--- src/rtl/xor32_stream_descrambler.sv ---
// ---------------------------------------------------------------------------
// xor32_stream_descrambler
//   Receive-side additive descrambler. Each accepted 32-bit word is XORed with
//   the current LFSR keystream word, then the LFSR advances 32 steps in one
//   cycle. Registered output, one-cycle latency, one word per clock.
//
// Ports
//   clk        single clock, rising edge
//   rst_n      synchronous active-low reset
//   seed_load  one-cycle pulse: load seed into the LFSR (zero maps to 1)
//   seed       new LFSR seed
//   descr_en   1 = descramble, 0 = bypass (sampled on the accept cycle)
//   in_valid / in_ready / in_data     upstream valid/ready word port
//   out_valid / out_ready / out_data  downstream valid/ready word port
//   word_cnt   words accepted with descr_en=1
//
// Configuration
//   XOR_DESCR_WORDCNT_EN  defined: 16-bit wrapping word counter, cleared by
//                         reset and seed_load. Undefined: word_cnt tied to 0.
// ---------------------------------------------------------------------------
module xor32_stream_descrambler #(
    parameter logic [31:0] TAPS      = 32'h8020_0003,
    parameter logic [31:0] SEED_INIT = 32'h0000_0001
) (
    input  logic        clk,
    input  logic        rst_n,
    input  logic        seed_load,
    input  logic [31:0] seed,
    input  logic        descr_en,
    input  logic        in_valid,
    output logic        in_ready,
    input  logic [31:0] in_data,
    output logic        out_valid,
    input  logic        out_ready,
    output logic [31:0] out_data,
    output logic [15:0] word_cnt
);

    logic [31:0] lfsr;
    logic [31:0] lfsr_adv;
    logic        accept;

    // 32 Fibonacci steps unrolled into one combinational cone.
    function automatic logic [31:0] adv32(input logic [31:0] s);
        logic [31:0] t;
        t = s;
        for (int i = 0; i < 32; i++)
            t = {t[30:0], ^(t & TAPS)};
        return t;
    endfunction

    assign lfsr_adv = adv32(lfsr);

    // rst_n gates ready combinationally so nothing is taken during reset;
    // seed_load blocks a word so the new seed applies to the next one cleanly.
    assign in_ready = rst_n & ~seed_load & (~out_valid | out_ready);
    assign accept   = in_valid & in_ready;

    always_ff @(posedge clk) begin
        if (!rst_n) begin
            lfsr      <= SEED_INIT;
            out_valid <= 1'b0;
            out_data  <= 32'h0;
        end else begin
            if (seed_load)
                lfsr <= (seed == 32'h0) ? 32'h1 : seed;
            else if (accept && descr_en)
                lfsr <= lfsr_adv;

            if (accept) begin
                out_data  <= in_data ^ (descr_en ? lfsr : 32'h0);
                out_valid <= 1'b1;
            end else if (out_ready) begin
                out_valid <= 1'b0;
            end
        end
    end

`ifdef XOR_DESCR_WORDCNT_EN
    logic [15:0] cnt;

    always_ff @(posedge clk) begin
        if (!rst_n || seed_load)
            cnt <= 16'h0;
        else if (accept && descr_en)
            cnt <= cnt + 16'h1;
    end

    assign word_cnt = cnt;
`else
    assign word_cnt = 16'h0;
`endif

endmodule

--- config.mk ---
export PLATFORM = sky130hd
export DESIGN_NAME = xor32_stream_descrambler
export DESIGN_NICKNAME = d
export VERILOG_FILES = /design/src/rtl/xor32_stream_descrambler.sv
export SDC_FILE = /design/constraint.sdc
export NUM_CORES = 1
export LEC_CHECK = 0
export CAP_MARGIN = 20
export CORE_ASPECT_RATIO = 1.5
export CORE_UTILIZATION = 49
export CTS_CLUSTER_SIZE = 40
export DETAILED_ROUTE_END_ITERATION = 8
export PLACE_DENSITY = 0.81
export SYNTH_ARGS = -nofsm -noshare
export SYNTH_HDL_FRONTEND = slang
export SYNTH_SLANG_ARGS = --single-unit
--- constraint.sdc ---
create_clock -name clk -period 3.45 [get_ports clk]
set_clock_uncertainty 0.05 [all_clocks]
set_input_delay 0.345 -clock clk [delete_from_list [all_inputs] [get_ports clk]]
set_output_delay 0.345 -clock clk [all_outputs]
set_load 0.05 [all_outputs]
# Word-level counts from Yosys, hierarchy flattened
# Cells that the tools add are included.
op_classes:
  muxes: 6
  bitwise_logic: 7
  n_reduce_logical: 36
ops:
  columns: ["operator", "n"]
  rows:
  - ["32-bit XOR reduction", 32]
  - ["32-bit 2-to-1 mux", 4]
  - ["32-bit zero test", 1]
  - ["32-bit bitwise XOR", 1]
  - ["2-bit nonzero test", 2]
  - ["1-bit bitwise AND", 3]
  - ["1-bit 2-to-1 mux", 2]
  - ["1-bit inverter", 2]
  - ["1-bit logical AND", 1]
  - ["1-bit bitwise OR", 1]
totals:
  reg_bits: 65
  inputBits: 70
  out_inout_bits: 50
  elab_cells: 52

# Longest topological paths before layout
# Gate-level depths: netlist of run 1.
depth:
  depth_word: 34
  ltp_mapped: 9
  depth_no_buf: 8

# Least setup slack after synthesis of run 1
# OpenSTA, ideal clock, no wires.
synth_path:
  path_kind: "flip-flop to flip-flop"
  start: "register lfsr[14]"
  end: "register lfsr[0]"
  setup_time_ps: 114
  arrival_time_ps: 2949
  path_slack_ps: 337
  stages_incl_launch_ff: 10
  path_buffers: 1
  cell_sequence: "dfxtp_1 -> buf_2 -> xor2_2 -> xnor3_2 -> xor3_2 -> xnor3_2 -> xnor3_2 -> xor2_1 -> xnor2_1 -> a21o_1"
synth_between:
  elab_chain_len: 27
synth_lines:
  columns: ["element", "line_no", "rtl"]
  rows:
  - ["start, declared", "39", "logic [31:0] lfsr;"]
  - ["start signal, assigned", "66", "lfsr <= (seed == 32'h0) ? 32'h1 : seed;"]
  - ["start signal, assigned", "68", "lfsr <= lfsr_adv;"]
  - ["32-bit XOR reduction (24 in series)", "48", "t = {t[30:0], ^(t & TAPS)};"]
  - ["32-bit XOR reduction (*)", "48", null]
  - ["32-bit 2-to-1 mux (*)", "67", "else if (accept && descr_en)"]
  - ["32-bit 2-to-1 mux (*)", "65", "if (seed_load)"]
# Every way passes the cells marked *; elsewhere a longest branch is shown, timed or not. The select of a mux whose other input is x is not followed.
# A chain may end at the register's enable or synchronous reset.

# Final worst setup path of run 1
layout_path:
  start: "register lfsr[17]"
  end: "register lfsr[0]"
layout_between:
  elab_chain_len: 30
layout_lines:
  columns: ["element", "line_no"]
  rows:
  - ["32-bit XOR reduction (27 in series)", "48"]
  - ["32-bit XOR reduction (*)", "48"]
  - ["32-bit 2-to-1 mux (*)", "67"]
  - ["32-bit 2-to-1 mux (*)", "65"]
# Marks and branches as above.

==> results of run 1 <==
-- cell families (layout without fill, tap and decap cells) --
kind of cell	after synthesis	count (layout)	share of synthesized area (%)
flops	65	65	29.3
simple gates	114	114	10.8
xor+xnor	146	146	35.1
buf+inv	52	138	5.90
compound gates	106	106	18.8
other cells	1	16	0.0846
-- state kept, by name (all words and copies together), names as in the netlist --
register,count
lfsr,32
out_data,32
out_valid,1
-- through the flow --
step                setup WS, ps  cell area, um^2  std cells
floorplan                    337             4490        499
finish                       166             5850        695
CTS                          167             5850        695
detailed placement           180             5530        679
global route              0.0622             5850        695
global placement             332             5530        679
-- synth_stat cells (all sizes together) --
library cell | instances | area, um^2
nand2 | 83 | 312
xnor2 | 72 | 653
dfxtp | 65 | 1300
xor2 | 57 | 507
o211a | 45 | 450
clkbuf | 30 | 113
a21oi | 23 | 115
buf | 21 | 145
xnor3 | 15 | 349
o21ai | 12 | 60.1
nor2 | 9 | 33.8
nor4 | 8 | 50.1
o211ai | 7 | 52.6
o221ai | 5 | 43.8
a22oi | 4 | 30.0
nor2b | 4 | 25.0
a211oi | 3 | 22.5
nand3 | 3 | 15.0
nand2b | 2 | 12.5
nand4 | 2 | 12.5
o21a | 2 | 15.0
xor3 | 2 | 48.8
a21boi | 1 | 7.51
a21o | 1 | 7.51
a221o | 1 | 10.0
a31oi | 1 | 6.26
and2 | 1 | 6.26
conb | 1 | 3.75
inv | 1 | 3.75
nor3 | 1 | 5.00
o221a | 1 | 11.3
or2 | 1 | 6.26
-- worst max-delay path by stage --
stage	end	depth (start not counted)	start	slack, ps
floorplan	lfsr[0]	9	lfsr[14]	340
global route	lfsr[0]	8	lfsr[17]	0.06
CTS	lfsr[0]	8	lfsr[17]	170
finish	lfsr[0]	8	lfsr[17]	170
global placement	lfsr[0]	8	lfsr[23]	330
detailed placement	lfsr[0]	8	lfsr[17]	180
-- worst max-delay path, delay by kind of cell, from the launching register on --
family / cells / cell delay [ps]
xor+xnor: 7 / 2450
flops: 1 / 480
compound gates: 1 / 190
-- layer usage --
layer	share of wire, %	up-vias
li1	-	1817
met1	38	1865
met2	52	204
met3	6.3	39
met4	4.2	0
met5	0	-
-- layout make-up --
cell class / instances / area [um^2]
well taps: 110 / 138
clock buffers: 12 / 267
clock inverters: 4 / 50.0
fillers: 733 / 2980
multi-input cells: 382 / 2930
flip-flops and latches: 65 / 1300
repair buffers: 121 / 1160
inverters: 1 / 3.75
==> results.txt, run 1 <==
Slowest Stage Delay on Critical Path - 510 ps
end of the worst register-to-register path - lfsr[0]
R2R Path Start - lfsr[17]
met1 routing resource usage after global routing - 31.8%
clock network latency to the later pin of the worst-skew pair - 340 ps
full die area - 0.00944 mm^2
horizontal die dimension - 79.7 um
number of nets with antenna violations after routing - 0
cells traversed along the worst timing path - xor2_1 > xnor3_1 > xor3_2 > xnor3_2 > xnor3_2 > xor2_1 > xnor2_1 > a21o_1
most frequent cells in the layout - sky130_fd_sc_hd__clkdlybuf4s50_1 (102), sky130_fd_sc_hd__nand2_1 (83), sky130_fd_sc_hd__xnor2_1 (69)
worst-path maximum fanout - 6
routed via count - 3925
cell area after synthesis - 0.00443 mm^2
Post-Synthesis Cells - 484
Clock Tree Buf Depth - 2
drt wl/cell - 18.6 um
number of DRC markers after the initial detailed-route iteration - 301
required time reported for the critical path endpoint - 3630 ps
number of inserted diodes - 0
DR vias/cell - 5.65
portion of the post-synthesis area used by sequential elements - 29.3%
launch point of the worst hold path - out_data[11]
post-route DRC violation count - 0
highest-utilization routing layer at the global route stage - met2
clock sink count - 65
initial standard-cell utilization of the core - 50.2%
slew of the pin with the lowest slew margin - 663 ps
TritonCTS clock tree - done
length in cells of the worst reg-to-reg path - 8
Crit-path slowest cell - sky130_fd_sc_hd__xnor3_1
number of global-route vias before repair - 3790
synth warn - 0
global routing met2 resource utilization - 48.9%
HP Class - flip-flop to flip-flop
first-pass GRT wire length - 19.9 mm
Worst Hold Path EP - out_data[11]
register clock-pin slew on the reported worst setup and hold paths - 60 ps
overall overflow remaining after global route - 0
Register-to-Register Setup Slack - 170 ps
nets@finish - 650
CTS buffer count - 9
area inside the core boundary - 0.00883 mm^2
Layout Utilization - 66.3%
worst-case headroom to the max-slew limit - 55.8%
Post CTS Setup Buffer Count - 0
setup repair after global routing missed its margin - false
arrival time at the worst endpoint - 3460 ps
largest net degree at the start of global routing - 66
minimum clock period - 3280 ps
overall fraction of global-route tracks in use - 28.4%
PostCTS Resize Cnt - 0
met3 Use GR - 6.41%
flip-flop and latch count after synthesis - 65
# IOs - 120
post-synth cell types - 40
maximum level of the CTS H-tree - 3
number of endpoints with negative hold slack in the final report - 0
number of antenna violations at the first check in global routing - 0
type of origin of the critical path - flip-flop
number of hold buffers added after cts - 0
sum of negative setup slack - 0 ps
PortBufs - 103
final worst hold slack - 444 ps
final estimated routing congestion in global placement - 0.913
Worst Hold Depth - 1
ratio of cells with drive above 1 in the final layout - 8.38%
Crit. End Element - flip-flop
period utilisation layout - 95.2%
die height - 119 um
endpoints failing setup - 0
max-cap check violation count - 0
number of standard-cell rows in the floorplan - 42
routed wire length - 12.9 mm
area growth from synthesis to final layout - 31.9%
Pins Over Slew Limit - 0
HPWL Detailed - 9.50 mm
category of the most critical setup path - flip-flop to flip-flop
leading cell type in the layout, fill and taps excluded - sky130_fd_sc_hd__clkdlybuf4s50_1
Mapped Avg Cell Area - 9.16 um^2
highest clock frequency the design can meet - 0.305 GHz
outcome - finished, final reports clean
CTS root buffer - sky130_fd_sc_hd__clkbuf_16
total iterations of the first detailed-routing run - 5
Power of run 1 is left out: the tool's default activity adds up to more than one toggle a clock period on the data nets, which glitch-free logic cannot reach.
==> inputs of run 2 (changes only) <==
--- a/config.mk
+++ b/config.mk
@@ -10,7 +10,8 @@
 export CORE_UTILIZATION = 49
 export CTS_CLUSTER_SIZE = 40
 export DETAILED_ROUTE_END_ITERATION = 8
-export PLACE_DENSITY = 0.81
+export MAX_ROUTING_LAYER = met4
+export PLACE_DENSITY = 0.91
 export SYNTH_ARGS = -nofsm -noshare
 export SYNTH_HDL_FRONTEND = slang
 export SYNTH_SLANG_ARGS = --single-unit
==> run 2 against run 1 <==
Compared with the run above: register-to-register slack improved by 60 ps; worst setup slack improved by 56 ps; critical path type unchanged; largest cell class unchanged; sequential share of layout area barely moved; design area fell by 0.17%; count of clock-buffer cells in the layout fell by 1; highest routed layer unchanged.
==> results.txt, run 2 (same netlist as run 1, synthesis figures left out) <==
sum of negative setup slack - 0 ps (unchanged)
worst-case headroom to the max-slew limit - 54.5% (was 55.8%)
number of inserted diodes - 0 (unchanged)
clock sink count - 65 (unchanged)
minimum clock period - 3230 ps (was 3280 ps)
# IOs - 120 (unchanged)
number of global-route vias before repair - 3907 (was 3790)
largest net degree at the start of global routing - 66 (unchanged)
number of endpoints with negative hold slack in the final report - 0 (unchanged)
HPWL Detailed - 9.58 mm (was 9.50 mm)
worst-path maximum fanout - 4 (was 6)
number of DRC markers after the initial detailed-route iteration - 224 (was 301)
most frequent cells in the layout - sky130_fd_sc_hd__clkdlybuf4s50_1 (102), sky130_fd_sc_hd__nand2_1 (83), sky130_fd_sc_hd__xnor2_1 (69) (unchanged)
routed via count - 3837 (was 3925)
Layout Utilization - 66.1% (was 66.3%)
overall overflow remaining after global route - 0 (unchanged)
Finished Cell Area - 0.00584 mm^2 (was 0.00585 mm^2)
routed wire length - 13.0 mm (was 12.9 mm)
drt wl/cell - 18.8 um (was 18.6 um)
leading cell type in the layout, fill and taps excluded - sky130_fd_sc_hd__clkdlybuf4s50_1 (unchanged)
area growth from synthesis to final layout - 31.7% (was 31.9%)
ratio of cells with drive above 1 in the final layout - 7.89% (was 8.38%)
slew of the pin with the lowest slew margin - 682 ps (was 663 ps)
number of nets with antenna violations after routing - 0 (unchanged)
PostCTS Resize Cnt - 0 (unchanged)
nets@finish - 648 (was 650)
category of the most critical setup path - flip-flop to flip-flop (unchanged)
Crit. End Element - flip-flop (unchanged)
type of origin of the critical path - flip-flop (unchanged)
highest clock frequency the design can meet - 0.310 GHz (was 0.305 GHz)
Clock Tree Buf Depth - 2 (unchanged)
number of standard-cell rows in the floorplan - 42 (unchanged)
area inside the core boundary - 0.00883 mm^2 (unchanged)
setup repair after global routing missed its margin - false (unchanged)
flip-flop and latch area - 0.00130 mm^2 (unchanged)
PortBufs - 103 (unchanged)
final estimated routing congestion in global placement - 0.915 (was 0.913)
HP Class - flip-flop to flip-flop (unchanged)
endpoints failing setup - 0 (unchanged)
outcome - finished, final reports clean (unchanged)
register clock-pin slew on the reported worst setup and hold paths - 50 ps (was 60 ps)
required time reported for the critical path endpoint - 3630 ps (about the same)
placed standard-cell area - 0.00552 mm^2 (was 0.00553 mm^2)
registers with the highest flip-flop counts - lfsr x32, out_data x32, out_valid x1 (unchanged)
post-route DRC violation count - 0 (unchanged)
first-pass GRT wire length - 20.4 mm (was 19.9 mm)
clock network latency to the later pin of the worst-skew pair - 340 ps (about the same)
arrival time at the worst endpoint - 3410 ps (was 3460 ps)
footprint of the multi-input gates - 0.00293 mm^2 (unchanged)
horizontal die dimension - 79.7 um (unchanged)
TritonCTS clock tree - done (unchanged)
Pins Over Slew Limit - 0 (unchanged)
full die area - 0.00944 mm^2 (unchanged)
DR vias/cell - 5.54 (was 5.65)
CTS root buffer - sky130_fd_sc_hd__clkbuf_16 (unchanged)
CTS buffer count - 9 (unchanged)
number of hold buffers added after cts - 0 (unchanged)
Filler cells - 710 (was 733)
max-cap check violation count - 0 (unchanged)
Post CTS Setup Buffer Count - 0 (unchanged)
overall fraction of global-route tracks in use - 29.7% (was 28.4%)
total iterations of the first detailed-routing run - 4 (was 5)
initial standard-cell utilization of the core - 50.2% (unchanged)
die height - 119 um (unchanged)
number of antenna violations at the first check in global routing - 0 (unchanged)
period utilisation layout - 93.6% (was 95.2%)
maximum level of the CTS H-tree - 3 (unchanged)
run 2: changes by cell type in the layout (fill, tap and decap cells not counted), sizes merged:
| cell | delta |
|---|---|
| clkbuf | -1 |
| bufinv | +1 |
| buf | -2 |
| clkinvlp | -2 |
| clkinv | +2 |
run 2: per-stage QoR:
stage,hold slack (ps),worst slack (ps),std cells
CTS,450,236,693
floorplan,442,337,499
global route,467,101,693
detailed placement,438,274,677
global placement,430,333,677
finish,445,222,693
run 2: worst max-delay path: stages (launching register included):
cell	delay [ps]
sky130_fd_sc_hd__dfxtp_1	370
sky130_fd_sc_hd__xnor2_1	320
sky130_fd_sc_hd__xnor3_2	470
sky130_fd_sc_hd__xor3_2	440
sky130_fd_sc_hd__xnor3_2	470
sky130_fd_sc_hd__xnor3_2	490
sky130_fd_sc_hd__xor2_1	200
sky130_fd_sc_hd__xnor2_1	140
sky130_fd_sc_hd__a21o_1	170
run 2: layout make-up:
cell class	instances	share of cell area, %
Multi-Input combinational cell	382	50.2
Sequential cell	65	22.3
Timing Repair Buffer	119	19.6
Clock buffer	11	4.16
Tap cell	110	2.36
Clock inverter	5	1.35
Inverter	1	0.0643
run 2: worst paths after layout:
check / from / cells past startpoint / end / slack (ps)
setup reg to reg: lfsr[24] / 8 / lfsr[0] / 220
hold / removal: out_data[4] / 1 / out_data[4] / 450
setup / recovery: lfsr[24] / 8 / lfsr[0] / 220
hold reg to reg: out_data[4] / 1 / out_data[4] / 450
run 2: metal layers:
layer | routed length, um | GRT usage [%] | part of all wire, % | vias up
met3 | 578 | 5.33 | 4.4 | 26
met1 | 5150 | 32.6 | 40 | 1856
met5 | 0 | - | 0 | -
met4 | 435 | 13.6 | 3.3 | 0
li1 | - | - | - | 1812
met2 | 6840 | 50.9 | 53 | 143
Power of run 2 is left out for the same reason.
